### config.mk
export PLATFORM = sky130hd
export DESIGN_NAME = uart_tx_arbiter_flat
export DESIGN_NICKNAME = d
export VERILOG_FILES = /design/src/rtl/uart_tx_arbiter_if.sv /design/src/rtl/uart_tx_arbiter.sv /design/src/flat_wrapper.sv
export SDC_FILE = /design/constraint.sdc
export NUM_CORES = 1
export LEC_CHECK = 0
export CORE_MARGIN = 8
export CORE_UTILIZATION = 43
export CTS_CLUSTER_SIZE = 40
export DETAILED_ROUTE_END_ITERATION = 6
export GPL_ROUTABILITY_DRIVEN = 0
export PLACE_DENSITY = 0.8
export REMOVE_ABC_BUFFERS = 1
export SYNTH_ARGS = -nofsm -noshare
export SYNTH_HDL_FRONTEND = slang
export SYNTH_SLANG_ARGS = --single-unit
### constraint.sdc
create_clock -name clk -period 4.15 [get_ports clk]
set_clock_uncertainty 0.15 [all_clocks]
set_input_delay 0.6225 -clock clk [delete_from_list [all_inputs] [get_ports clk]]
set_output_delay 0.6225 -clock clk [all_outputs]
set_load 0.02 [all_outputs]
### src/rtl/uart_tx_arbiter_if.sv
// Bundle of requester-side and transmitter-side signals of the UART TX arbiter.
// The arbiter connects through the slave modport. Requesters and the transmitter
// (or a bench) connect through the master modport.
interface uart_tx_arbiter_if #(
    parameter int NUM_REQ = 4,
    parameter int DATA_W  = 8
);
    localparam int ID_W = (NUM_REQ > 1) ? $clog2(NUM_REQ) : 1;

    logic [NUM_REQ-1:0]        req;
    logic [NUM_REQ*DATA_W-1:0] req_data;
    logic [NUM_REQ-1:0]        grant;
    logic [NUM_REQ-1:0]        sent_done;
    logic                      tx_start_out;
    logic [DATA_W-1:0]         tx_data_out;
    logic                      tx_busy_in;
    logic                      tx_done_in;
    logic [ID_W-1:0]           active_id;
    logic                      arb_busy;

    modport master (
        output req, req_data, tx_busy_in, tx_done_in,
        input  grant, sent_done, tx_start_out, tx_data_out, active_id, arb_busy
    );

    modport slave (
        input  req, req_data, tx_busy_in, tx_done_in,
        output grant, sent_done, tx_start_out, tx_data_out, active_id, arb_busy
    );
endinterface

### src/rtl/uart_tx_arbiter.sv
// Round-robin scheduler sharing one UART transmitter among NUM_REQ byte producers.
// Transmitter busy/done come from the baud domain and are double-flopped here.
// Optional launch-to-completion watchdog: define UART_TX_ARB_TIMEOUT_EN.
module uart_tx_arbiter #(
    parameter int NUM_REQ        = 4,
    parameter int DATA_W         = 8,
    parameter int TIMEOUT_CYCLES = 2_000_000
) (
    input  logic                 clk,
    input  logic                 reset,
    uart_tx_arbiter_if.slave     bus
`ifdef UART_TX_ARB_TIMEOUT_EN
    ,
    output logic                 timeout_err
`endif
);
    localparam int ID_W = (NUM_REQ > 1) ? $clog2(NUM_REQ) : 1;

    typedef enum logic [1:0] {
        S_IDLE     = 2'd0,
        S_LAUNCH   = 2'd1,
        S_RUN      = 2'd2,
        S_COMPLETE = 2'd3
    } state_t;

    state_t              r_state;
    logic [NUM_REQ-1:0]  r_grant;
    logic [NUM_REQ-1:0]  r_sent_done;
    logic                r_tx_start;
    logic [DATA_W-1:0]   r_tx_data;
    logic [ID_W-1:0]     r_active_id;
    logic                r_arb_busy;
    logic [ID_W-1:0]     r_last;

    logic r_busy_m, r_busy_s, r_busy_d;
    logic r_done_m, r_done_s, r_done_d;

    logic            w_win_valid;
    logic [ID_W-1:0] w_win_idx;
    logic            w_complete;
    logic            w_tmo_hit;

    // Index reached by stepping 'off' positions past 'base', wrapping at NUM_REQ.
    function automatic logic [ID_W-1:0] rr_idx(input logic [ID_W-1:0] base, input int off);
        int j;
        j = int'(base) + off;
        if (j >= NUM_REQ) begin
            j = j - NUM_REQ;
        end else begin
            j = j;
        end
        return ID_W'(j);
    endfunction

    // Two-flop synchronizers for busy/done plus one delay flop each for edge detection.
    always_ff @(posedge clk or posedge reset) begin
        if (reset) begin
            r_busy_m <= 1'b0;
            r_busy_s <= 1'b0;
            r_busy_d <= 1'b0;
            r_done_m <= 1'b0;
            r_done_s <= 1'b0;
            r_done_d <= 1'b0;
        end else begin
            r_busy_m <= bus.tx_busy_in;
            r_busy_s <= r_busy_m;
            r_busy_d <= r_busy_s;
            r_done_m <= bus.tx_done_in;
            r_done_s <= r_done_m;
            r_done_d <= r_done_s;
        end
    end

    // Round-robin search: the smallest offset after the last owner wins, so scan far-to-near.
    always_comb begin
        w_win_valid = 1'b0;
        w_win_idx   = {ID_W{1'b0}};
        for (int i = NUM_REQ; i >= 1; i--) begin
            if (bus.req[rr_idx(r_last, i)]) begin
                w_win_valid = 1'b1;
                w_win_idx   = rr_idx(r_last, i);
            end else begin
                w_win_valid = w_win_valid;
            end
        end
    end

    // A done rising edge or a busy falling edge ends the byte, whichever shows first.
    assign w_complete = (r_done_s & ~r_done_d) | (~r_busy_s & r_busy_d);

`ifdef UART_TX_ARB_TIMEOUT_EN
    localparam int TMO_W = (TIMEOUT_CYCLES > 1) ? $clog2(TIMEOUT_CYCLES) : 1;
    logic [TMO_W-1:0] r_tmo_cnt;
    logic             r_timeout_err;
    logic             w_in_flight;

    assign w_in_flight = (r_state == S_LAUNCH) || (r_state == S_RUN);
    assign w_tmo_hit   = w_in_flight && (r_tmo_cnt == TMO_W'(TIMEOUT_CYCLES - 1));

    // Watchdog: counts while a byte is in flight, clears otherwise; error flag is sticky.
    always_ff @(posedge clk or posedge reset) begin
        if (reset) begin
            r_tmo_cnt     <= {TMO_W{1'b0}};
            r_timeout_err <= 1'b0;
        end else begin
            if (w_in_flight && !w_tmo_hit) begin
                r_tmo_cnt <= r_tmo_cnt + TMO_W'(1);
            end else begin
                r_tmo_cnt <= {TMO_W{1'b0}};
            end
            r_timeout_err <= r_timeout_err | w_tmo_hit;
        end
    end

    assign timeout_err = r_timeout_err;
`else
    // Watchdog compiled out: never fires (parameter is still referenced so both builds share it).
    assign w_tmo_hit = (TIMEOUT_CYCLES < 0) ? 1'b1 : 1'b0;
`endif

    // Arbitration FSM with registered outputs; grant and sent_done default to zero for 1-cycle pulses.
    always_ff @(posedge clk or posedge reset) begin
        if (reset) begin
            r_state     <= S_IDLE;
            r_grant     <= {NUM_REQ{1'b0}};
            r_sent_done <= {NUM_REQ{1'b0}};
            r_tx_start  <= 1'b0;
            r_tx_data   <= {DATA_W{1'b0}};
            r_active_id <= {ID_W{1'b0}};
            r_arb_busy  <= 1'b0;
            r_last      <= ID_W'(NUM_REQ - 1);
        end else begin
            r_grant     <= {NUM_REQ{1'b0}};
            r_sent_done <= {NUM_REQ{1'b0}};
            case (r_state)
                S_IDLE: begin
                    if (w_win_valid) begin
                        r_grant     <= {{(NUM_REQ-1){1'b0}}, 1'b1} << w_win_idx;
                        r_tx_data   <= bus.req_data[int'(w_win_idx)*DATA_W +: DATA_W];
                        r_active_id <= w_win_idx;
                        r_last      <= w_win_idx;
                        r_tx_start  <= 1'b1;
                        r_arb_busy  <= 1'b1;
                        r_state     <= S_LAUNCH;
                    end else begin
                        r_arb_busy  <= 1'b0;
                    end
                end
                S_LAUNCH: begin
                    if (w_tmo_hit) begin
                        r_tx_start <= 1'b0;
                        r_arb_busy <= 1'b0;
                        r_state    <= S_IDLE;
                    end else if (r_busy_s) begin
                        r_tx_start <= 1'b0;
                        r_state    <= S_RUN;
                    end else begin
                        r_tx_start <= 1'b1;
                    end
                end
                S_RUN: begin
                    if (w_tmo_hit) begin
                        r_arb_busy <= 1'b0;
                        r_state    <= S_IDLE;
                    end else if (w_complete) begin
                        r_sent_done <= {{(NUM_REQ-1){1'b0}}, 1'b1} << r_active_id;
                        r_state     <= S_COMPLETE;
                    end else begin
                        r_state     <= S_RUN;
                    end
                end
                S_COMPLETE: begin
                    r_arb_busy <= 1'b0;
                    r_state    <= S_IDLE;
                end
                default: begin
                    r_tx_start <= 1'b0;
                    r_arb_busy <= 1'b0;
                    r_state    <= S_IDLE;
                end
            endcase
        end
    end

    assign bus.grant        = r_grant;
    assign bus.sent_done    = r_sent_done;
    assign bus.tx_start_out = r_tx_start;
    assign bus.tx_data_out  = r_tx_data;
    assign bus.active_id    = r_active_id;
    assign bus.arb_busy     = r_arb_busy;
endmodule

### src/flat_wrapper.sv
// flat-port wrapper written by rule: the top's interface ports become plain ports
module uart_tx_arbiter_flat 
#(
    parameter int NUM_REQ        = 4,
    parameter int DATA_W         = 8,
    parameter int TIMEOUT_CYCLES = 2_000_000
)
  (clk, reset, bus_req, bus_req_data, bus_tx_busy_in, bus_tx_done_in, bus_grant, bus_sent_done, bus_tx_start_out, bus_tx_data_out, bus_active_id, bus_arb_busy);
  uart_tx_arbiter_if #(.NUM_REQ(NUM_REQ), .DATA_W(DATA_W)) bus_i ();
  input  logic clk;
  input  logic reset;
  input wire logic [$bits(bus_i.req)-1:0] bus_req;
  input wire logic [$bits(bus_i.req_data)-1:0] bus_req_data;
  input wire logic [$bits(bus_i.tx_busy_in)-1:0] bus_tx_busy_in;
  input wire logic [$bits(bus_i.tx_done_in)-1:0] bus_tx_done_in;
  output wire logic [$bits(bus_i.grant)-1:0] bus_grant;
  output wire logic [$bits(bus_i.sent_done)-1:0] bus_sent_done;
  output wire logic [$bits(bus_i.tx_start_out)-1:0] bus_tx_start_out;
  output wire logic [$bits(bus_i.tx_data_out)-1:0] bus_tx_data_out;
  output wire logic [$bits(bus_i.active_id)-1:0] bus_active_id;
  output wire logic [$bits(bus_i.arb_busy)-1:0] bus_arb_busy;
  assign bus_i.req = bus_req;
  assign bus_i.req_data = bus_req_data;
  assign bus_i.tx_busy_in = bus_tx_busy_in;
  assign bus_i.tx_done_in = bus_tx_done_in;
  assign bus_grant = bus_i.grant;
  assign bus_sent_done = bus_i.sent_done;
  assign bus_tx_start_out = bus_i.tx_start_out;
  assign bus_tx_data_out = bus_i.tx_data_out;
  assign bus_active_id = bus_i.active_id;
  assign bus_arb_busy = bus_i.arb_busy;
  uart_tx_arbiter #(.NUM_REQ(NUM_REQ), .DATA_W(DATA_W), .TIMEOUT_CYCLES(TIMEOUT_CYCLES)) u_core (.clk(clk), .reset(reset), .bus(bus_i));
endmodule
==> impl_metrics.toml, run 1 <==
[status]
run_status = "completed"

[worst_setup_path]
cpPeakStageDelay_ns = 0.63
critical_path_class = "input port to flop"
required_ns = 4.18
r2r_slack_ns = 1.70
startpoint_type = "input port"
reg2reg_to = "u_core.bus.tx_data_out[0]$_DFFE_PP0P_"
cp_max_fo = 11
rr_startpoint = "u_core.r_last[0]$_DFFE_PP1P_"
end_kind = "flop"
crit_path_cell_trace = "clkdlybuf4s50_1, nand2b_1, o21ai_1, a211oi_4, buf_4, mux2i_1, o221ai_2"
cp_slowest_cell = "a211oi_4"
cp.arrival_ns = 2.73
startpoint = "bus_req[3]"
ff2ff_path_depth = 6

[global_routing]
grt_pass1_vias = 1236
antenna_found_initial = 0
grt_overflow = 0
groute.usage.overall = 0.138
grt_max_degree = 31
grt_pass1_wl_um = 5870

[sta]
slew_viol_final = 0
hold_viol = 0
relSlewSlack = 0.262
worst_slew_pin_slew_ns = 1.11
period_needed_ns = 2.69
rsz0062_at_grt = "false"
max_freq_mhz = 371
setup_viol = 0
fin_tns_setup_ns = 0
layout_worst_path_cycle_share = 0.649

[pwr]
combPwrFrac = 0.523
p_per_area_nw_per_um2 = 641
p_sw_w = 0.000549
switching_share = 0.402
max-vdd-ir-drop_uv = 279
internal_power_w = 0.000818
seqPwrFrac = 0.342
p_leak_nw = 0.941
p_clk_frac = 0.134

[synth]
ys_seq_area_frac = 0.519
ys.flop_type = "dfrtp_1"
synth_edf_count = 0
syn_area_sq_um = 1450
synth.top_cell.area_share = 0.483
synth.distinct_cells = 29
synth_common_cells = "dfrtp_1, nand2_1, mux2i_1, nor2_1, o221ai_2"
ys_seq_elements = 30
syn_inst = 126
yosys-top-cells-area = "dfrtp_1, mux2i_1, o221ai_2, nand2_1, dfstp_2"
synth_area_leader_cell = "dfrtp_1"
avgSynthCellArea_sq_um = 11.5
synth-async-reset-ratio = 1.00
synth_most_common_cell = "dfrtp_1"
yosys_warnings = 0

[min_path]
worstHoldEndpoint = "u_core.r_busy_s$_DFF_PP0_"
min_from = "u_core.r_busy_m$_DFF_PP0_"
min_path_type = "flop to flop"
hold_depth = 0

[finish]
nNetsFinal = 232
syn_to_final_growth_pct = 46.9
final_cell_count_no_fill = 235
antenna_cells = 0
num-fill-cells = 281
drive_gt1_frac = 0.122
postLayoutCellArea_sq_um = 2130
multiInputGateArea_sq_um = 628
final_util = 0.649
seqCellArea_sq_um = 753

[clock_tree]
cts_buffers = 5
clock-sinks = 30
cts.repair.resized = 0
path_clk_slew_ns = 0.09
htreeDepth = 2
cts_buffer_depth = 2
cts_tree = "done"
clockRootBuffer = "clkbuf_4"
cts_hold_buf = 0
post_cts_buffers = 0
clkLatencyLatePin_ns = 0.32

[routing]
final_antenna_net_count = 0
dr.pass1.iters = 4
via_count = 1159
drt-total-wl_um = 3550
drt_iter0_drc = 68
routed_via_density = 4.93
wl_per_cell_um = 15.1
post-route-drc-count = 0

[placement]
hpwl_um = 2770
dp.cells = 227
portBuffers = 59
placed_cell_area_sq_um = 2070

[die]
ios = 60
fp.dieArea_sq_um = 5490
num_rows = 21
die_width_um = 74.1
start_util = 0.442
core-area_sq_um = 3280
die_h_um = 74.1

[run]
cap_violations = 0
stage by stage:
stage / setup WS, ns / hold slack, ns / total power (W)
2_1_floorplan: 1.45 / 0.181 / 0.000911
3_5_place_dp: 1.12 / 0.186 / 0.00119
5_1_grt: 1.27 / 0.210 / 0.00147
3_3_place_gp: 1.23 / 0.183 / 0.00117
6_report: 1.46 / 0.206 / 0.00137
4_1_cts: 1.46 / 0.208 / 0.00138
worst max-delay path, delay by kind of cell:
family                 cells  cell delay (ns)
AOI/OAI and AO/OA          3             0.87
buffers and inverters      2             0.83
muxes                      1             0.26
and+or+nand+nor            1             0.13
flip-flops by register name (all words and copies together) (netlist names), 2 cells and up:
name                    cells
u_core.bus.grant            4
u_core.r_state              2
u_core.bus.active_id        2
u_core.r_last               2
u_core.bus.tx_data_out      8
u_core.bus.sent_done        4
cells by family (layout without fill, tap and decap cells):
logic type      after synthesis  count (layout)  synth area share
fa+ha+maj                     4               4            0.0345
buf+inv                      13              76            0.0526
flops                        30              30             0.519
compound gates               23              23             0.152
simple gates                 40              40             0.131
mux                          16              16             0.110
cell type report:
class / instances / share of cell area
tap: 46 / 0.0270
inverter: 8 / 0.0141
timing repair buffer: 60 / 0.281
multi-input combinational: 83 / 0.295
sequential: 30 / 0.353
clock inverter: 2 / 0.00587
clock buffer: 6 / 0.0241
power groups by stage:
stage / Clock, W / Sequential [W] / Combinational, W
final: 0.000184 / 0.000468 / 0.000715
after global routing: 0.000202 / 0.000479 / 0.000790
after global placement: 0 / 0.000469 / 0.000699
after floorplan: 0 / 0.000547 / 0.000364
after detailed placement: 0 / 0.000472 / 0.000721
after CTS: 0.000188 / 0.000468 / 0.000723
how the worst max path moves through the flow:
stage / to / cells after the start
6_report: u_core.bus.tx_data_out[0]$_DFFE_PP0P_ / 7
5_1_grt: u_core.bus.tx_data_out[2]$_DFFE_PP0P_ / 7
4_1_cts: u_core.bus.tx_data_out[0]$_DFFE_PP0P_ / 7
3_5_place_dp: u_core.bus.tx_data_out[0]$_DFFE_PP0P_ / 7
3_3_place_gp: u_core.bus.tx_data_out[0]$_DFFE_PP0P_ / 7
2_1_floorplan: u_core.bus.tx_data_out[0]$_DFFE_PP0P_ / 5
per-layer routing:
metal / part of all wire / track usage / routed length [um] / vias up
li1: - / - / - / 564
met2: 0.47 / 0.214 / 1660 / 50
met5: 0 / 0 / 0 / -
met3: 0.093 / 0.0593 / 331 / 4
met1: 0.43 / 0.164 / 1520 / 541
met4: 0.014 / 0.0554 / 48 / 0
cell usage in the layout (no fill, tap or decap), drive strengths merged, types with 2 or more instances in the layout:
cell type,count
dfrtp,28
o221ai,8
nor2,9
nand2,18
dfstp,2
o22ai,2
nor3,2
clkbuf,6
o21ai,2
mux2i,16
ha,4
nand2b,5
nor2b,2
clkdlybuf4s50,59
a21oi,5
inv,8
(Power assumes the default switching activity.)
==> run 2, diff against run 1 <==
--- a/config.mk
+++ b/config.mk
@@ -6,11 +6,11 @@
 export NUM_CORES = 1
 export LEC_CHECK = 0
 export CORE_MARGIN = 8
-export CORE_UTILIZATION = 43
+export CORE_UTILIZATION = 42
 export CTS_CLUSTER_SIZE = 40
 export DETAILED_ROUTE_END_ITERATION = 6
 export GPL_ROUTABILITY_DRIVEN = 0
-export PLACE_DENSITY = 0.8
+export PLACE_DENSITY = 0.79
 export REMOVE_ABC_BUFFERS = 1
 export SYNTH_ARGS = -nofsm -noshare
 export SYNTH_HDL_FRONTEND = slang
==> constraint.sdc (replaced) <==
create_clock -name clk -period 2.6 [get_ports clk]
set_clock_uncertainty 0.15 [all_clocks]
set_input_delay 0.39 -clock clk [delete_from_list [all_inputs] [get_ports clk]]
set_output_delay 0.39 -clock clk [all_outputs]
set_load 0.02 [all_outputs]
==> run 2 against run 1 <==
  * Wire length is 2.3% higher
  * Cell area is 3.9% higher
  * First-iteration DRC count is 46% lower
  * Register-to-register slack worse by 1.1 ns
  * Die area is 1.9% higher
  * Critical path depth is 2 lower
  * Critical path type is now flop to flop
  * Critical endpoint is now u_core.bus.tx_data_out[4]$_DFFE_PP0P_
  * Largest power group unchanged
==> impl_metrics.toml, run 2 (synthesis gave the netlist of run 1 again) <==
[die]
die_h_um = 74.8
num_rows = 21
start_util = 0.435
die_width_um = 74.8
core-area_sq_um = 3340
fp.dieArea_sq_um = 5590
ios = 60

[clock_tree]
cts.repair.resized = 0
cts_tree = "done"
clkLatencyLatePin_ns = 0.32
htreeDepth = 2
path_clk_slew_ns = 0.10
post_cts_buffers = 0
cts_buffer_depth = 2
cts_buffers = 5
clock-sinks = 30
cts_hold_buf = 0
clockRootBuffer = "clkbuf_4"

[routing]
drt_iter0_drc = 37
final_antenna_net_count = 0
via_count = 1183
drt-total-wl_um = 3630
routed_via_density = 4.97
post-route-drc-count = 0
wl_per_cell_um = 15.3
dr.pass1.iters = 4

[placement]
portBuffers = 59
hpwl_um = 2970

[pwr]
total_power_w = 0.00241
combPwrFrac = 0.490
internal_power_w = 0.00153
p_leak_nw = 0.985
p_per_area_nw_per_um2 = 1090
max-vdd-ir-drop_uv = 555
p_sw_w = 0.000884
switching_share = 0.367
p_clk_frac = 0.201
seqPwrFrac = 0.309

[worst_setup_path]
reg2reg_to = "u_core.bus.tx_data_out[4]$_DFFE_PP0P_"
cp.buffers_inverters = 1
critical_path_class = "flop to flop"
cp.arrival_ns = 2.10
cp_slowest_cell = "dfrtp_1"
r2r_slack_ns = 0.59
required_ns = 2.69
cpPeakStageDelay_ns = 0.42
crit_family = "simple AND/OR/NAND/NOR gates"
crit_path_cell_trace = "inv_1, ha_1, nor2b_1, nand2_2, o221ai_2"
end_kind = "flop"
ff2ff_path_depth = 5
rr_startpoint = "u_core.r_state[0]$_DFFE_PP0P_"
cp_max_fo = 12
startpoint_type = "flop"

[finish]
drive_gt1_frac = 0.135
final_cell_mix = "clkdlybuf4s50_1, dfrtp_1, nand2_1"
nNetsFinal = 235
final_util = 0.663
final_common_cell = "clkdlybuf4s50_1"
antenna_cells = 0
seqCellArea_sq_um = 753
num-fill-cells = 267
syn_to_final_growth_pct = 52.6
largest_reg_flops = 8
multiInputGateArea_sq_um = 628

[global_routing]
grt_overflow = 0
grt_max_degree = 31
grt_pass1_wl_um = 5780
antenna_found_initial = 0
grt_pass1_vias = 1320
groute.usage.overall = 0.137

[min_path]
hold_depth = 0
worstHoldEndpoint = "u_core.r_done_s$_DFF_PP0_"
min_from = "u_core.r_done_m$_DFF_PP0_"
min_path_type = "flop to flop"

[sta]
setup_viol = 0
hold_viol = 0
max_freq_mhz = 498
slew_viol_final = 0
worst_slew_pin_slew_ns = 0.418
layout_worst_path_cycle_share = 0.772
relSlewSlack = 0.722
rsz0062_at_grt = "false"
period_needed_ns = 2.01

[status]
run_status = "completed"

[run]
cap_violations = 0
run 2: power by group through the flow:
| stage | sequential [W] | clock (W) | combinational, W |
|---|---|---|---|
| 2_1_floorplan | 0.000873 | 0 | 0.000581 |
| 3_3_place_gp | 0.000745 | 0 | 0.00115 |
| 3_5_place_dp | 0.000755 | 0 | 0.00120 |
| 4_1_cts | 0.000747 | 0.000494 | 0.00120 |
| 5_1_grt | 0.000768 | 0.000514 | 0.00129 |
| 6_report | 0.000746 | 0.000485 | 0.00118 |
run 2: how the worst max path moves through the flow:
| stage | startpoint | end | slack [ns] | cells after the start |
|---|---|---|---|---|
| 3_3_place_gp | bus_req[2] | u_core.bus.tx_data_out[6]$_DFFE_PP0P_ | 0.34 | 7 |
| 4_1_cts | u_core.r_state[1]$_DFFE_PP0P_ | u_core.bus.tx_data_out[4]$_DFFE_PP0P_ | 0.58 | 5 |
| 6_report | u_core.r_state[0]$_DFFE_PP0P_ | u_core.bus.tx_data_out[4]$_DFFE_PP0P_ | 0.59 | 5 |
| 3_5_place_dp | bus_req[1] | u_core.bus.tx_data_out[3]$_DFFE_PP0P_ | 0.26 | 6 |
| 5_1_grt | u_core.r_state[1]$_DFFE_PP0P_ | u_core.bus.tx_data_out[4]$_DFFE_PP0P_ | 0.47 | 5 |
| 2_1_floorplan | u_core.r_last[0]$_DFFE_PP1P_ | u_core.bus.tx_data_out[0]$_DFFE_PP0P_ | -0.02 | 5 |
run 2: stage by stage:
stage          TNS, ns  hold slack (ns)  instance area [sq um]  setup WS [ns]  cells
4_1_cts              0            0.208                   2210          0.582    238
3_5_place_dp         0            0.185                   2100          0.259    230
6_report             0            0.205                   2210          0.592    238
5_1_grt              0            0.214                   2210          0.470    238
3_3_place_gp         0            0.184                   2100          0.341    230
2_1_floorplan   -0.182            0.181                   1400        -0.0227    121
run 2: area by class of cell:
cell class,count,area share
timing repair buffer,63,0.286
multi-input combinational,83,0.284
tap,46,0.0260
clock inverter,2,0.0271
sequential,30,0.340
inverter,8,0.0136
clock buffer,6,0.0232
run 2: layer usage:
| metal | routed length, um | GRT usage | up-vias |
|---|---|---|---|
| li1 | - | - | 568 |
| met4 | 68 | 0.0783 | 0 |
| met3 | 144 | 0.0320 | 6 |
| met1 | 1350 | 0.135 | 578 |
| met5 | 0 | 0 | - |
| met2 | 2070 | 0.255 | 31 |
run 2: worst reg2reg max path, cell delays in order (launching register included):
cell	delay [ns]
dfrtp_1	0.42
inv_1	0.10
ha_1	0.26
nor2b_1	0.39
nand2_2	0.32
o221ai_2	0.27
==> run 3, diff against run 2 <==
==> constraint.sdc (replaced) <==
create_clock -name clk -period 2 [get_ports clk]
set_clock_uncertainty 0.15 [all_clocks]
set_input_delay 0.3 -clock clk [delete_from_list [all_inputs] [get_ports clk]]
set_output_delay 0.3 -clock clk [all_outputs]
set_load 0.02 [all_outputs]
==> run 3 against run 2 <==
  * Combinational power rose by 56%
  * Cell area rose by 8.0%
  * Hold slack got worse by 0.050 ns
  * First-iteration DRC count rose by 16%
  * Core utilization rose by 5.3 points
  * Sequential power rose by 31%
  * Power rose by 44%
  * Register-to-register slack got worse by 0.54 ns
  * Non-clock buffer count rose by 14
  * Wire length rose by 20%
  * Sequential cell count did not move
==> impl_metrics.toml, run 3 (synthesis gave the netlist of run 1 again) <==
[die]
core-area_sq_um = 3340
num_rows = 21
fp.dieArea_sq_um = 5590
start_util = 0.435
die_width_um = 74.8
die_h_um = 74.8
ios = 60

[routing]
via_count = 1263
final_antenna_net_count = 0
wl_met3_um = 183
drt-total-wl_um = 4360
wl_met2_um = 2380
post-route-drc-count = 0
dr.pass1.iters = 4
dr.max_layer_used = "met4"
drt_iter0_drc = 43
wl_per_cell_um = 17.3
drt-met1-wl_um = 1680
routed_via_density = 5.01

[finish]
final_cell_count_no_fill = 252
antenna_cells = 0
postLayoutCellArea_sq_um = 2390
final_common_cell = "clkdlybuf4s50_1"
final_cell_mix = "clkdlybuf4s50_1, dfrtp_1, nand2_1"
largest_reg_flops = 8
syn_to_final_growth_pct = 64.8
drive_gt1_frac = 0.209
nNetsFinal = 249

[worst_setup_path]
cp_max_fo = 5
cp_slowest_cell = "dfstp_2"
startpoint_type = "flop"
cpPeakStageDelay_ns = 0.56
end_kind = "flop"
required_ns = 2.08
crit_path_cell_trace = "nand2b_1, a21oi_1, a211oi_4, buf_6, clkbuf_16, mux2i_1, o221ai_2"
ff2ff_path_depth = 7
critical_path_class = "flop to flop"
cp.arrival_ns = 2.03

[pwr]
switching_share = 0.364
internal_power_w = 0.00220
seqPwrFrac = 0.281
combPwrFrac = 0.532
p_sw_w = 0.00126
p_per_area_nw_per_um2 = 1450
p_leak_nw = 1.07
p_clk_frac = 0.187
max-vdd-ir-drop_uv = 621

[clock_tree]
clockRootBuffer = "clkbuf_4"
cts_buffer_depth = 2
clkLatencyLatePin_ns = 0.34
path_clk_slew_ns = 0.10
cts_tree = "done"
clock-sinks = 30
cts_hold_buf = 0
htreeDepth = 2
cts_buffers = 5

[global_routing]
grt_overflow = 0
groute.usage.overall = 0.151
antenna_found_initial = 0
grt_pass1_vias = 1364
grt_max_degree = 31
grt_pass1_wl_um = 6290

[sta]
hold_viol = 0
slew_viol_final = 0
max_freq_mhz = 512
period_needed_ns = 1.95
worst_slew_pin_slew_ns = 0.367
holdWs_ns = 0.155
setup_viol = 0
relSlewSlack = 0.754
layout_worst_path_cycle_share = 0.976

[min_path]
min_path_type = "input port to async pin"

[placement]
placed_cell_area_sq_um = 2200
dp.cells = 241
portBuffers = 59
hpwl_um = 3120

[run]
cap_violations = 0

[status]
run_status = "completed"
[run 3: cell types whose count changed in the layout (fill, tap and decap cells not counted), sizes merged]
cell,before,now
buf,4,16
clkbuf,6,8
[run 3: area by class of cell]
class | count | area (sq um)
Sequential cell | 30 | 753
Inverter | 8 | 30.0
Timing Repair Buffer | 77 | 790
Tap cell | 46 | 57.6
Clock buffer | 6 | 51.3
Fill cell | 259 | 947
Clock inverter | 2 | 60.1
Multi-Input combinational cell | 83 | 648
[run 3: metal layers]
metal | global-route usage | vias up
met2 | 0.271 | 39
met3 | 0.0506 | 11
met4 | 0.0696 | 0
li1 | - | 600
met5 | 0 | -
met1 | 0.154 | 613
[run 3: worst paths after layout]
check                                              from                                    end  slack, ns
hold reg to reg               u_core.r_busy_m$_DFF_PP0_              u_core.r_busy_s$_DFF_PP0_       0.20
min in group clk              u_core.r_busy_m$_DFF_PP0_              u_core.r_busy_s$_DFF_PP0_       0.20
setup reg to reg           u_core.r_last[0]$_DFFE_PP1P_  u_core.bus.tx_data_out[2]$_DFFE_PP0P_       0.05
setup / recovery           u_core.r_last[0]$_DFFE_PP1P_  u_core.bus.tx_data_out[2]$_DFFE_PP0P_       0.05
hold / removal                                    reset          u_core.r_state[1]$_DFFE_PP0P_       0.16
max in group asynchronous                         reset           u_core.r_last[1]$_DFFE_PP1P_       1.22
[run 3: stage by stage]
step | total power, W | TNS, ns | setup WS (ns) | util
floorplan | 0.00189 | -6.91 | -0.623 | -
global placement | 0.00260 | -0.841 | -0.113 | 0.658
detailed placement | 0.00266 | -1.70 | -0.209 | 0.658
CTS | 0.00331 | 0 | 0.0207 | 0.692
global route | 0.00366 | -0.0792 | -0.0402 | 0.716
finish | 0.00347 | 0 | 0.0477 | 0.716
[run 3: timing repair]
item / 4_1_cts / 5_1_grt
endpoints found under the setup margin: 0 / 3
gates resized for setup: 0 / 5
buffers inserted: 0 / 1
[run 3: power groups by stage]
stage | combinational [W] | sequential [W] | clock, W
detailed placement | 0.00168 | 0.000981 | 0
CTS | 0.00169 | 0.000973 | 0.000645
floorplan | 0.000756 | 0.00114 | 0
finish | 0.00184 | 0.000976 | 0.000648
global route | 0.00198 | 0.00101 | 0.000674
global placement | 0.00163 | 0.000971 | 0
[run 3: worst max-delay path: cells and delay by family, from the launching register on]
kind / cells / cell delay (ns)
DFF: 1 / 0.56
AOI/OAI and AO/OA: 3 / 0.44
and+or+nand+nor: 1 / 0.13
muxes: 1 / 0.25
buffers and inverters: 2 / 0.31
